### config.mk
export PLATFORM = sky130hd
export DESIGN_NAME = timer_ctrl
export DESIGN_NICKNAME = d
export VERILOG_FILES = /design/src/rtl/timer_ctrl.sv
export SDC_FILE = /design/constraint.sdc
export NUM_CORES = 1
export LEC_CHECK = 0
export CORE_UTILIZATION = 38
export DETAILED_ROUTE_END_ITERATION = 6
export SETUP_SLACK_MARGIN = 0.3
export SYNTH_ARGS = -nofsm -noshare
export SYNTH_HDL_FRONTEND = slang
export SYNTH_SLANG_ARGS = --single-unit
### constraint.sdc
create_clock -name CK -period 2.37 [get_ports CK]
set_clock_uncertainty 0.05 [all_clocks]
set_input_delay 0.3555 -clock CK [delete_from_list [all_inputs] [get_ports CK]]
set_output_delay 0.3555 -clock CK [all_outputs]
set_load 0.05 [all_outputs]
### src/rtl/timer_ctrl.sv
// Programmable interval timer sequencer for a chain of NDIG 4-bit counter digits.
// Provides start/pause/resume/stop control, one-shot/periodic modes, carry enables and a done pulse.
module timer_ctrl #(
  parameter  int unsigned NDIG = 4,
  localparam int unsigned W    = 4 * NDIG
) (
  input  logic            CK,
  input  logic            R,
  input  logic            load,
  input  logic [W-1:0]    limit,
  input  logic            mode,
  input  logic            start,
  input  logic            stop,
  output logic [W-1:0]    Cuenta,
  output logic [NDIG-1:0] Enext,
  output logic            busy,
  output logic            done,
  output logic [1:0]      estado
);

  typedef enum logic [1:0] {
    ST_IDLE  = 2'd0,
    ST_RUN   = 2'd1,
    ST_PAUSE = 2'd2
  } state_t;

  state_t          r_state, w_state_nxt;
  logic [W-1:0]    r_cuenta, w_cuenta_nxt;
  logic [W-1:0]    r_lim, w_lim_nxt;
  logic            r_busy, w_busy_nxt;
  logic            r_done, w_done_nxt;
  logic [NDIG-1:0] w_enext;
  logic [NDIG:0]   w_cin;
  logic            w_chain;
  logic [W-1:0]    w_inc;

  // Carry enables: digit i rolls over into i+1 when digits 0..i are all F while running.
  always_comb begin
    w_enext = '0;
    w_chain = (r_state == ST_RUN);
    for (int i = 0; i < int'(NDIG); i++) begin
      w_chain    = w_chain && (r_cuenta[4*i +: 4] == 4'hF);
      w_enext[i] = w_chain;
    end
  end

  // Digit-wise increment: digit 0 always steps, digit i steps on the carry from digit i-1.
  always_comb begin
    w_cin = {w_enext, 1'b1};
    w_inc = r_cuenta;
    for (int i = 0; i < int'(NDIG); i++) begin
      if (w_cin[i]) begin
        w_inc[4*i +: 4] = r_cuenta[4*i +: 4] + 4'd1;
      end
    end
  end

  // Next-state and registered-output logic; priority stop > start > load.
  always_comb begin
    w_state_nxt  = r_state;
    w_cuenta_nxt = r_cuenta;
    w_lim_nxt    = r_lim;
    w_busy_nxt   = r_busy;
    w_done_nxt   = 1'b0;
    case (r_state)
      ST_IDLE: begin
        if (start) begin
          w_state_nxt  = ST_RUN;
          w_cuenta_nxt = '0;
          w_busy_nxt   = 1'b1;
        end else if (load) begin
          w_lim_nxt = limit;
        end
      end
      ST_RUN: begin
        if (stop) begin
          w_state_nxt = ST_PAUSE;
        end else if (r_cuenta == r_lim) begin
          w_done_nxt = 1'b1;
          if (mode) begin
            w_cuenta_nxt = '0;
          end else begin
            w_state_nxt = ST_IDLE;
            w_busy_nxt  = 1'b0;
          end
        end else begin
          w_cuenta_nxt = w_inc;
        end
      end
      ST_PAUSE: begin
        if (stop) begin
          w_state_nxt  = ST_IDLE;
          w_cuenta_nxt = '0;
          w_busy_nxt   = 1'b0;
        end else if (start) begin
          w_state_nxt = ST_RUN;
        end
      end
      default: begin
        w_state_nxt = ST_IDLE;
        w_busy_nxt  = 1'b0;
      end
    endcase
  end

  always_ff @(posedge CK) begin
    if (R) begin
      r_state  <= ST_IDLE;
      r_cuenta <= '0;
      r_lim    <= '0;
      r_busy   <= 1'b0;
      r_done   <= 1'b0;
    end else begin
      r_state  <= w_state_nxt;
      r_cuenta <= w_cuenta_nxt;
      r_lim    <= w_lim_nxt;
      r_busy   <= w_busy_nxt;
      r_done   <= w_done_nxt;
    end
  end

  assign Cuenta = r_cuenta;
  assign Enext  = w_enext;
  assign busy   = r_busy;
  assign done   = r_done;
  assign estado = r_state;

endmodule

* After elaboration in Yosys (flattened, before gate mapping)
Cells that the tools add are included.
** Storage, ports and cells
- Register bits after elaboration :: 36
- Bits of input ports :: 22
- Output and inout port bits :: 24
- Word-level logic and storage cells :: 68
** Operators by class
- Add/subtract/negate cells :: 4
- Equal/unequal tests :: 18
- Multiplexer cells :: 22
- Bitwise gates (word level) :: 2
- Reduce and logical (&&, ||, !) cells :: 14
** Operators with widths (number)
- $mux 16 :: 5
- $pmux 16 s3 :: 1
- $reduce_and 6->1 :: 3
- $add 4x1->4 const B :: 4
- $eq 16x16->1 :: 1
- $eq 4x4->1 const B :: 4
- $mux 4 :: 3
- $ne 3x2->1 const B :: 4
- $mux 2 :: 5
- $reduce_and 5->1 :: 2
- $ne 2x2->1 const B :: 4
- $mux 1 :: 6
- $ne 3x3->1 const B :: 2
- $pmux 2 s3 :: 1
- $logic_and 1x1->1 :: 4
- $pmux 1 s3 :: 1
- $reduce_and 3->1 :: 1
- $reduce_bool 3->1 :: 1
- $reduce_or 3->1 :: 1
- $eq 2x1->1 const B :: 1
- $eq 2x2->1 const B :: 1
- $logic_not 2->1 :: 1
- $ne 2x1->1 const B :: 1
- $not 1->1 :: 2
- $reduce_and 2->1 :: 1

* Depth between registers and ports, before layout
Gate-level depths: netlist (run 1).
- Word-level depth :: 8
- Depth in mapped cells :: 7

* Least setup slack after synthesis (run 1)
OpenSTA, ideal clock, no wires.
- Kind :: flip-flop to flip-flop
- Start :: register r_cuenta[0] (netlist: Cuenta[0])
- End :: register r_cuenta[11] (netlist: Cuenta[11])
- Data arrival time :: 2.700 ns
- Data required time :: 2.192 ns
- Slack :: -0.508 ns
- Cell stages (with the launch flop) :: 8
- Path buffers :: 0
- Period minus slack after synthesis :: 2.878 ns
- Cells stage by stage :: dfxtp_1 -> ha_1 -> nand3_4 -> nor3_2 -> nand4_1 -> mux2_1 -> a22oi_1 -> nor2_1
** Between the ends
- Word-level cells in the longest chain between the ends :: 5
- Elaborated cells between the ends (all ways) :: 10
- Those cells by class :: eq/ne (4); mux (3); reduce/logical (3)
** RTL lines
- start, declared :: line 28 : logic [W-1:0] r_cuenta, w_cuenta_nxt;
- start signal, assigned :: line 115 : r_cuenta <= w_cuenta_nxt;
- $eq 4x4->1 :: line 42 : w_chain = w_chain && (r_cuenta[4*i +: 4] == 4'hF);
- $logic_and 1x1->1 (2 in series) :: line 42
- named net Enext[1] :: line 15 : output logic [NDIG-1:0] Enext,
- $ne 3x2->1 (no source line)
- $reduce_and 6->1 (no source line)
The timed path passes the listed nets, and every way through them passes these cells. The select of a mux whose other input is x is not followed.
A chain may end at the register's enable or synchronous reset.

* Final worst setup path (run 1)
- Start :: register r_cuenta[5] (netlist: Cuenta[5])
- End :: output port Enext[3]
** Between the ends
- Word-level cells in the longest chain between the ends :: 4
** RTL lines (line)
- $eq 4x4->1 :: 42
- $logic_and 1x1->1 (3 in series) :: 42
- end, declared :: 15
Every way passes these cells.

==> metrics.yaml, run 1 <==
rows: 25
seqCellArea_sq_um: 755.7
cts_buffer_depth: 2
drtPass1Iterations: 4
tns_ns: 0
ys_ff_latch: 36
p_clk_share_pct: 34.7
cp_num_buf_inv: 1
arrival_ns: 1.66
peakVddDrop_uv: 356.2
ys_seq_area_share_pct: 38.68
via_count: 1738
drv_slew: 0
cts_buffers: 5
critPathLaunch: "Cuenta[5]"
cp_slowest_stage_delay_ns: 0.37
cts.root.buffer_cell: "clkbuf_8"
hold_class: "reg -> reg"
numPortBuffers: 45
antenna_cells: 0
die_area_sq_mm: 0.005187
initial_core_util_pct: 39.44
grt_pass1_wl_mm: 8.231
synthDistinctLibCells: 45
core_region_area_sq_mm: 0.004723
critPathTopFamily: "simple AND/OR/NAND/NOR gates"
top_layer_used: "met4"
worstReg2RegEnd: "Cuenta[11]"
grt_max_degree: 31
status: "finished clean"
tightest_slew_ns: 0.5687
drt_iter0_markers: 70
yosys.area_share.adder_pct: 2.686
post_synth_mux_area_share_pct: 1.948
comb_power_share_pct: 18.7
synthXorXnorAreaFrac_pct: 7.522
setup_viol: 0
crit_chain: "ha_4 > nand3b_4 > nor4_4 > and4_4 > buf_12"
synthCells: 223
hold_buffers: 0
synth_top_family_by_area: "simple AND/OR/NAND/NOR gates"
internal_power_uw: 988.1
wl_met1_mm: 2.410
maxCapViolations: 0
clk_latency_ns: 0.28
clock.fmax_mhz: 484.9
boundaryPins: 46
mostFrequentLayoutCells: "nand2_1, clkdlybuf4s50_1, dfxtp_1"
antenna_found_initial: 0
vias_per_cell: 5.009
period_minus_slack_ns: 2.062
fp.dieH_um: 72.02
r2r_slack_ns: 0.42
cts_tree: "built"
wl_mm: 5.005
required_ns: 1.96
wl_met3_um: 353
rsz0062_at_grt: "yes"
cp_slowest_cell: "dfxtp_4"
die_w_um: 72.02
layout_commonest_cell: "nand2_1"
wl_per_cell_um: 14.42
cp.depth: 5
grt-ovfl-total: 0
place_area_sq_mm: 0.002514
crit_type: "reg -> out"
end_kind: "output pin"
cp-endpoint: "Enext[3]"
cts_sinks: 36
multi_input_comb_area_sq_mm: 0.001171
power.density_mw_per_mm2: 505.6
worst-path-max-fanout: 3
pwr-share-seq_pct: 46.6
final_area_sq_mm: 0.002701
grt_pass1_vias: 1611
place.gp.congestion: 0.8436
synthSimpleGateAreaFrac_pct: 27.67
p_sw_uw: 377.8
drc: 0
synth_nets: 249
r2r_cells: 8
drive_above_1_share_pct: 21.79
fin_crit_sh_pct: 87.01
synth_warnings: 0
antenna_left: 0
start_kind: "flip-flop"
grtUsageTotal_pct: 21.10
p_leak_uw: 0.001075
final_nets: 305
netSwitchingFraction_pct: 27.66
syn_to_final_growth_pct: 45.00
syn_area_sq_mm: 0.001863
fillerInstances: 459
wl_met2_mm: 2.193
hpwl_mm: 3.589
h-tree-depth: 2
maxSlewHeadroom_pct: 62.00
final-hold-violation-count: 0
clk_pin_slew_ns: 0.07
synth-compound-area-share_pct: 18.20
r2r-start: "Cuenta[5]"
postSynthAreaPerCell_sq_um: 8.354
[final cells by class]
cell class              count  area share (%)
flip-flops and latches     36           27.98
inverters                   4          0.5558
repair buffers             58           21.31
well taps                  67           3.103
multi-input cells         174           43.35
clock buffers               8           3.705
[worst min path at each step]
stage,from,end,slack (ns),cells after the start
after floorplan,r_lim[0],r_lim[0],0.40,2
after global placement,r_lim[3],r_lim[3],0.41,2
after detailed placement,r_lim[3],r_lim[3],0.41,2
after CTS,r_lim[3],r_lim[3],0.42,2
after global routing,r_lim[3],r_lim[3],0.44,2
final,r_lim[3],r_lim[3],0.42,2
[sequential cells by signal (all words and copies together) (netlist names)]
| name | count |
|---|---|
| Cuenta | 16 |
| r_lim | 16 |
| estado | 2 |
| busy | 1 |
| done | 1 |
[power by group through the flow]
| stage | combinational (uW) | sequential, uW | clock [uW] |
|---|---|---|---|
| floorplan | 140 | 661 | 0 |
| global placement | 242 | 650 | 0 |
| detailed placement | 242 | 650 | 0 |
| CTS | 243 | 636 | 489 |
| global route | 282 | 639 | 514 |
| finish | 256 | 637 | 473 |
[per-layer routing]
| layer | GRT usage [%] | vias to the layer above |
|---|---|---|
| li1 | - | 900 |
| met1 | 30.73 | 768 |
| met2 | 31.45 | 66 |
| met3 | 4.583 | 4 |
| met4 | 5.882 | 0 |
| met5 | 0 | - |
[synthesized netlist by cell type]
library cell | count | share of area, %
a211o_1 | 1 | 0.47
a211oi_2 | 1 | 0.67
a21boi_0 | 1 | 0.40
a21o_1 | 1 | 0.40
a21oi_1 | 20 | 5.4
a21oi_2 | 4 | 1.9
a22oi_1 | 5 | 2.0
a22oi_2 | 1 | 0.67
a311oi_1 | 3 | 1.4
a31oi_1 | 1 | 0.34
a32o_1 | 1 | 0.54
a41oi_1 | 2 | 0.94
and2_1 | 1 | 0.34
and4_1 | 2 | 0.94
buf_2 | 1 | 0.27
buf_4 | 1 | 0.40
buf_6 | 1 | 0.60
clkbuf_1 | 6 | 1.2
dfxtp_1 | 36 | 39
ha_1 | 4 | 2.7
inv_1 | 4 | 0.81
mux2_1 | 1 | 0.60
mux2_4 | 1 | 0.81
mux2i_1 | 1 | 0.54
nand2_1 | 46 | 9.3
nand2b_1 | 5 | 1.7
nand3_1 | 6 | 1.6
nand3_4 | 1 | 0.94
nand3b_2 | 1 | 0.60
nand4_1 | 4 | 1.3
nor2_1 | 18 | 3.6
nor2_4 | 1 | 0.60
nor2b_1 | 2 | 0.67
nor3_1 | 3 | 0.81
nor3_2 | 2 | 1.1
nor4_1 | 3 | 1.0
nor4_2 | 1 | 0.67
nor4_4 | 1 | 1.1
o21ai_0 | 1 | 0.27
o21ai_1 | 2 | 0.54
o21ai_2 | 1 | 0.47
o22ai_1 | 4 | 1.3
o32ai_1 | 1 | 0.47
or3_1 | 4 | 1.3
xor2_1 | 16 | 7.5
[timing repair]
item	CTS	global route
setup buffers	5	1
endpoints found under the setup margin	1	20
pin swaps	3	0
gates resized for setup	1	7
hold endpoints to repair	0	0
[stage by stage]
step                std cells  hold slack (ns)  worst slack, ns  power (uW)  util [%]
floorplan                 223           0.3978         -0.02443       800.8         -
global placement          333           0.4088           0.3027       891.6     53.22
detailed placement        333           0.4121           0.2707       892.1     53.22
CTS                       346           0.4223           0.2940        1369     56.19
global route              347           0.4390           0.2107        1435     57.19
finish                    347           0.4187           0.3078        1366     57.19
[tightest hold or removal path, delay by kind of cell, from the launching register on]
family / cells / cell delay [ns]
compound gates: 1 / 0.05
flops: 1 / 0.32
simple gates: 1 / 0.05
[cells by family (layout without fill, tap and decap cells)]
logic type,Yosys count,in the layout
buffers and inverters,13,70
xor gates and xnor gates,16,16
DFF,36,36
and+or+nand+nor,101,101
AOI/OAI and AO/OA,50,50
muxes,3,3
adders and majority gates,4,4
(Power assumes the default switching activity.)
==> run 2, diff against run 1 <==
--- a/config.mk
+++ b/config.mk
@@ -6,4 +6,5 @@
 export NUM_CORES = 1
 export LEC_CHECK = 0
+export ABC_AREA = 0
 export CORE_UTILIZATION = 38
 export DETAILED_ROUTE_END_ITERATION = 6
==> constraint.sdc (replaced) <==
create_clock -name CK -period 2.37 [get_ports CK]
set_clock_uncertainty 0.05 [all_clocks]
set_input_delay 0.3555 -clock CK [delete_from_list [all_inputs] [get_ports CK]]
set_output_delay 0.3555 -clock CK [all_outputs]
set_load 0.005 [all_outputs]
==> metrics.yaml, run 2 (synthesis results as in run 1) <==
status: "finished clean"
cts_sinks: 36  # unchanged
via_count: 1823  # +4.9%
antenna_cells: 0  # unchanged
tns_ns: 0  # unchanged
p_leak_uw: 0.001130  # +5.1%
required_ns: 1.96  # about the same
p_clk_share_pct: 37.7  # +3.0 points
r2r_cells: 9  # +1
hpwl_mm: 3.737  # +4.1%
fin_crit_sh_pct: 85.33  # -1.7 points
h-tree-depth: 2  # unchanged
grtUsageTotal_pct: 21.54  # +0.44 points
final-hold-violation-count: 0  # unchanged
cp_num_buf_inv: 1  # unchanged
syn_to_final_growth_pct: 46.34
cts_buffer_depth: 2  # unchanged
min_from: "r_lim[0]"
initial_core_util_pct: 39.44  # unchanged
arrival_ns: 1.62  # -0.04 ns
peakVddDrop_uv: 295.3  # -17%
clk_pin_slew_ns: 0.07  # about the same
final_nets: 317  # +3.9%
r2r-start: "Cuenta[4]"
cts.root.buffer_cell: "clkbuf_8"
worstReg2RegEnd: "Cuenta[15]"
grt_max_degree: 31  # unchanged
comb_power_share_pct: 17.9  # -0.8 points
clock.fmax_mhz: 494.5  # +2.0%
min_to: "r_lim[0]"
rows: 25  # unchanged
mostFrequentLayoutCells: "nand2_1, clkdlybuf4s50_1, dfxtp_1"
clk_latency_ns: 0.29  # about the same
boundaryPins: 46  # unchanged
tightest_slew_ns: 0.4968  # -0.07185 ns
cts_tree: "built"
drv_slew: 0  # unchanged
drt_iter0_markers: 99  # +41%
cp_slowest_cell: "dfxtp_2"
crit_chain: "ha_4 > nand3b_4 > nor4_4 > and4_1 > clkdlybuf4s15_1"
hold_depth: 2  # unchanged
rsz0062_at_grt: "yes"
internal_power_uw: 1049  # +6.2%
antenna_left: 0  # unchanged
worst-path-max-fanout: 3  # unchanged
place.gp.congestion: 0.7991  # -5.3%
wl_mm: 5.179  # +3.5%
hold_class: "reg -> reg"
die_area_sq_mm: 0.005187  # unchanged
cts_buffers: 5  # unchanged
layout_commonest_cell: "nand2_1"
drtPass1Iterations: 4  # unchanged
critPathTopFamily: "simple AND/OR/NAND/NOR gates"
maxSlewHeadroom_pct: 66.80  # +4.8 points
r2r_slack_ns: 0.42  # about the same
grt_pass1_wl_mm: 8.480  # +3.0%
fp.dieH_um: 72.02  # unchanged
grt_pass1_vias: 1717  # +6.6%
start_kind: "flip-flop"
antenna_found_initial: 0  # unchanged
core_region_area_sq_mm: 0.004723  # unchanged
die_w_um: 72.02  # unchanged
utilization_pct: 57.72  # +0.53 points
setup_viol: 0  # unchanged
wl_per_cell_um: 14.43  # about the same
pwr-share-seq_pct: 44.4  # -2.2 points
netSwitchingFraction_pct: 26.32  # -1.3 points
cp_slowest_stage_delay_ns: 0.36  # about the same
p_sw_uw: 374.7  # -0.81%
maxCapViolations: 0  # unchanged
fillerInstances: 426  # -7.2%
power.density_mw_per_mm2: 522.2  # +3.3%
period_minus_slack_ns: 2.022  # -0.03977 ns
grt-ovfl-total: 0  # unchanged
numPortBuffers: 45  # unchanged
crit_type: "reg -> out"
drc: 0  # unchanged
drive_above_1_share_pct: 21.58  # -0.21 points
end_kind: "output pin"
vias_per_cell: 5.078  # +1.4%
[run 2: area by class of cell]
cell class | count | area, sq um | area share (%)
clock inverters | 2 | 35.03 | 1.285
multi-input cells | 174 | 1146 | 42.04
clock buffers | 6 | 72.57 | 2.662
flip-flops and latches | 36 | 738.2 | 27.08
repair buffers | 70 | 635.6 | 23.31
well taps | 67 | 83.83 | 3.075
inverters | 4 | 15.01 | 0.5507
[run 2: power groups by stage]
stage          logic (uW)  clock network [uW]  registers [uW]
2_1_floorplan         139                   0             648
3_3_place_gp          246                   0             649
3_5_place_dp          246                   0             650
4_1_cts               255                 547             633
5_1_grt               282                 571             634
6_report              255                 537             633
[run 2: worst register-to-register path, delay by kind of cell, from the launching register on]
| kind | cells | cell delay, ns |
|---|---|---|
| flops | 1 | 0.36 |
| simple gates | 4 | 0.56 |
| mux | 1 | 0.32 |
| compound gates | 1 | 0.11 |
| buf+inv | 2 | 0.28 |
| fa+ha+maj | 1 | 0.16 |
[run 2: worst max path at each step]
stage	startpoint	to	slack [ns]	depth (start not counted)
final	Cuenta[4]	Enext[3]	0.35	5
after global routing	Cuenta[4]	Enext[3]	0.27	5
after CTS	Cuenta[7]	Enext[3]	0.30	4
after detailed placement	Cuenta[7]	Cuenta[14]	0.17	6
after global placement	stop	Cuenta[11]	0.22	7
after floorplan	Cuenta[0]	Cuenta[15]	0.37	7
[run 2: layer usage]
| layer | global-route usage [%] | share of wire (%) |
|---|---|---|
| met2 | 34.28 | 48 |
| met3 | 4.444 | 3.4 |
| met4 | 7.625 | 1.4 |
| met5 | 0 | 0 |
| met1 | 29.05 | 47 |
[run 2: timing repair]
action	in CTS	in global routing
hold buffers	0	0
resized for setup	24	4
pin swaps	4	4
endpoints found under the setup margin	20	6
buffers inserted	5	2
[run 2: through the flow]
| stage | hold slack [ns] | total power (uW) | area, sq um | cells | worst slack [ns] |
|---|---|---|---|---|---|
| CTS | 0.4252 | 1435 | 2705 | 357 | 0.2950 |
| global route | 0.4470 | 1487 | 2726 | 359 | 0.2705 |
| detailed placement | 0.4152 | 896.2 | 2486 | 344 | 0.1688 |
| global placement | 0.4088 | 895.8 | 2486 | 344 | 0.2209 |
| finish | 0.4212 | 1424 | 2726 | 359 | 0.3476 |
| floorplan | 0.3978 | 787.0 | 1863 | 223 | 0.3707 |
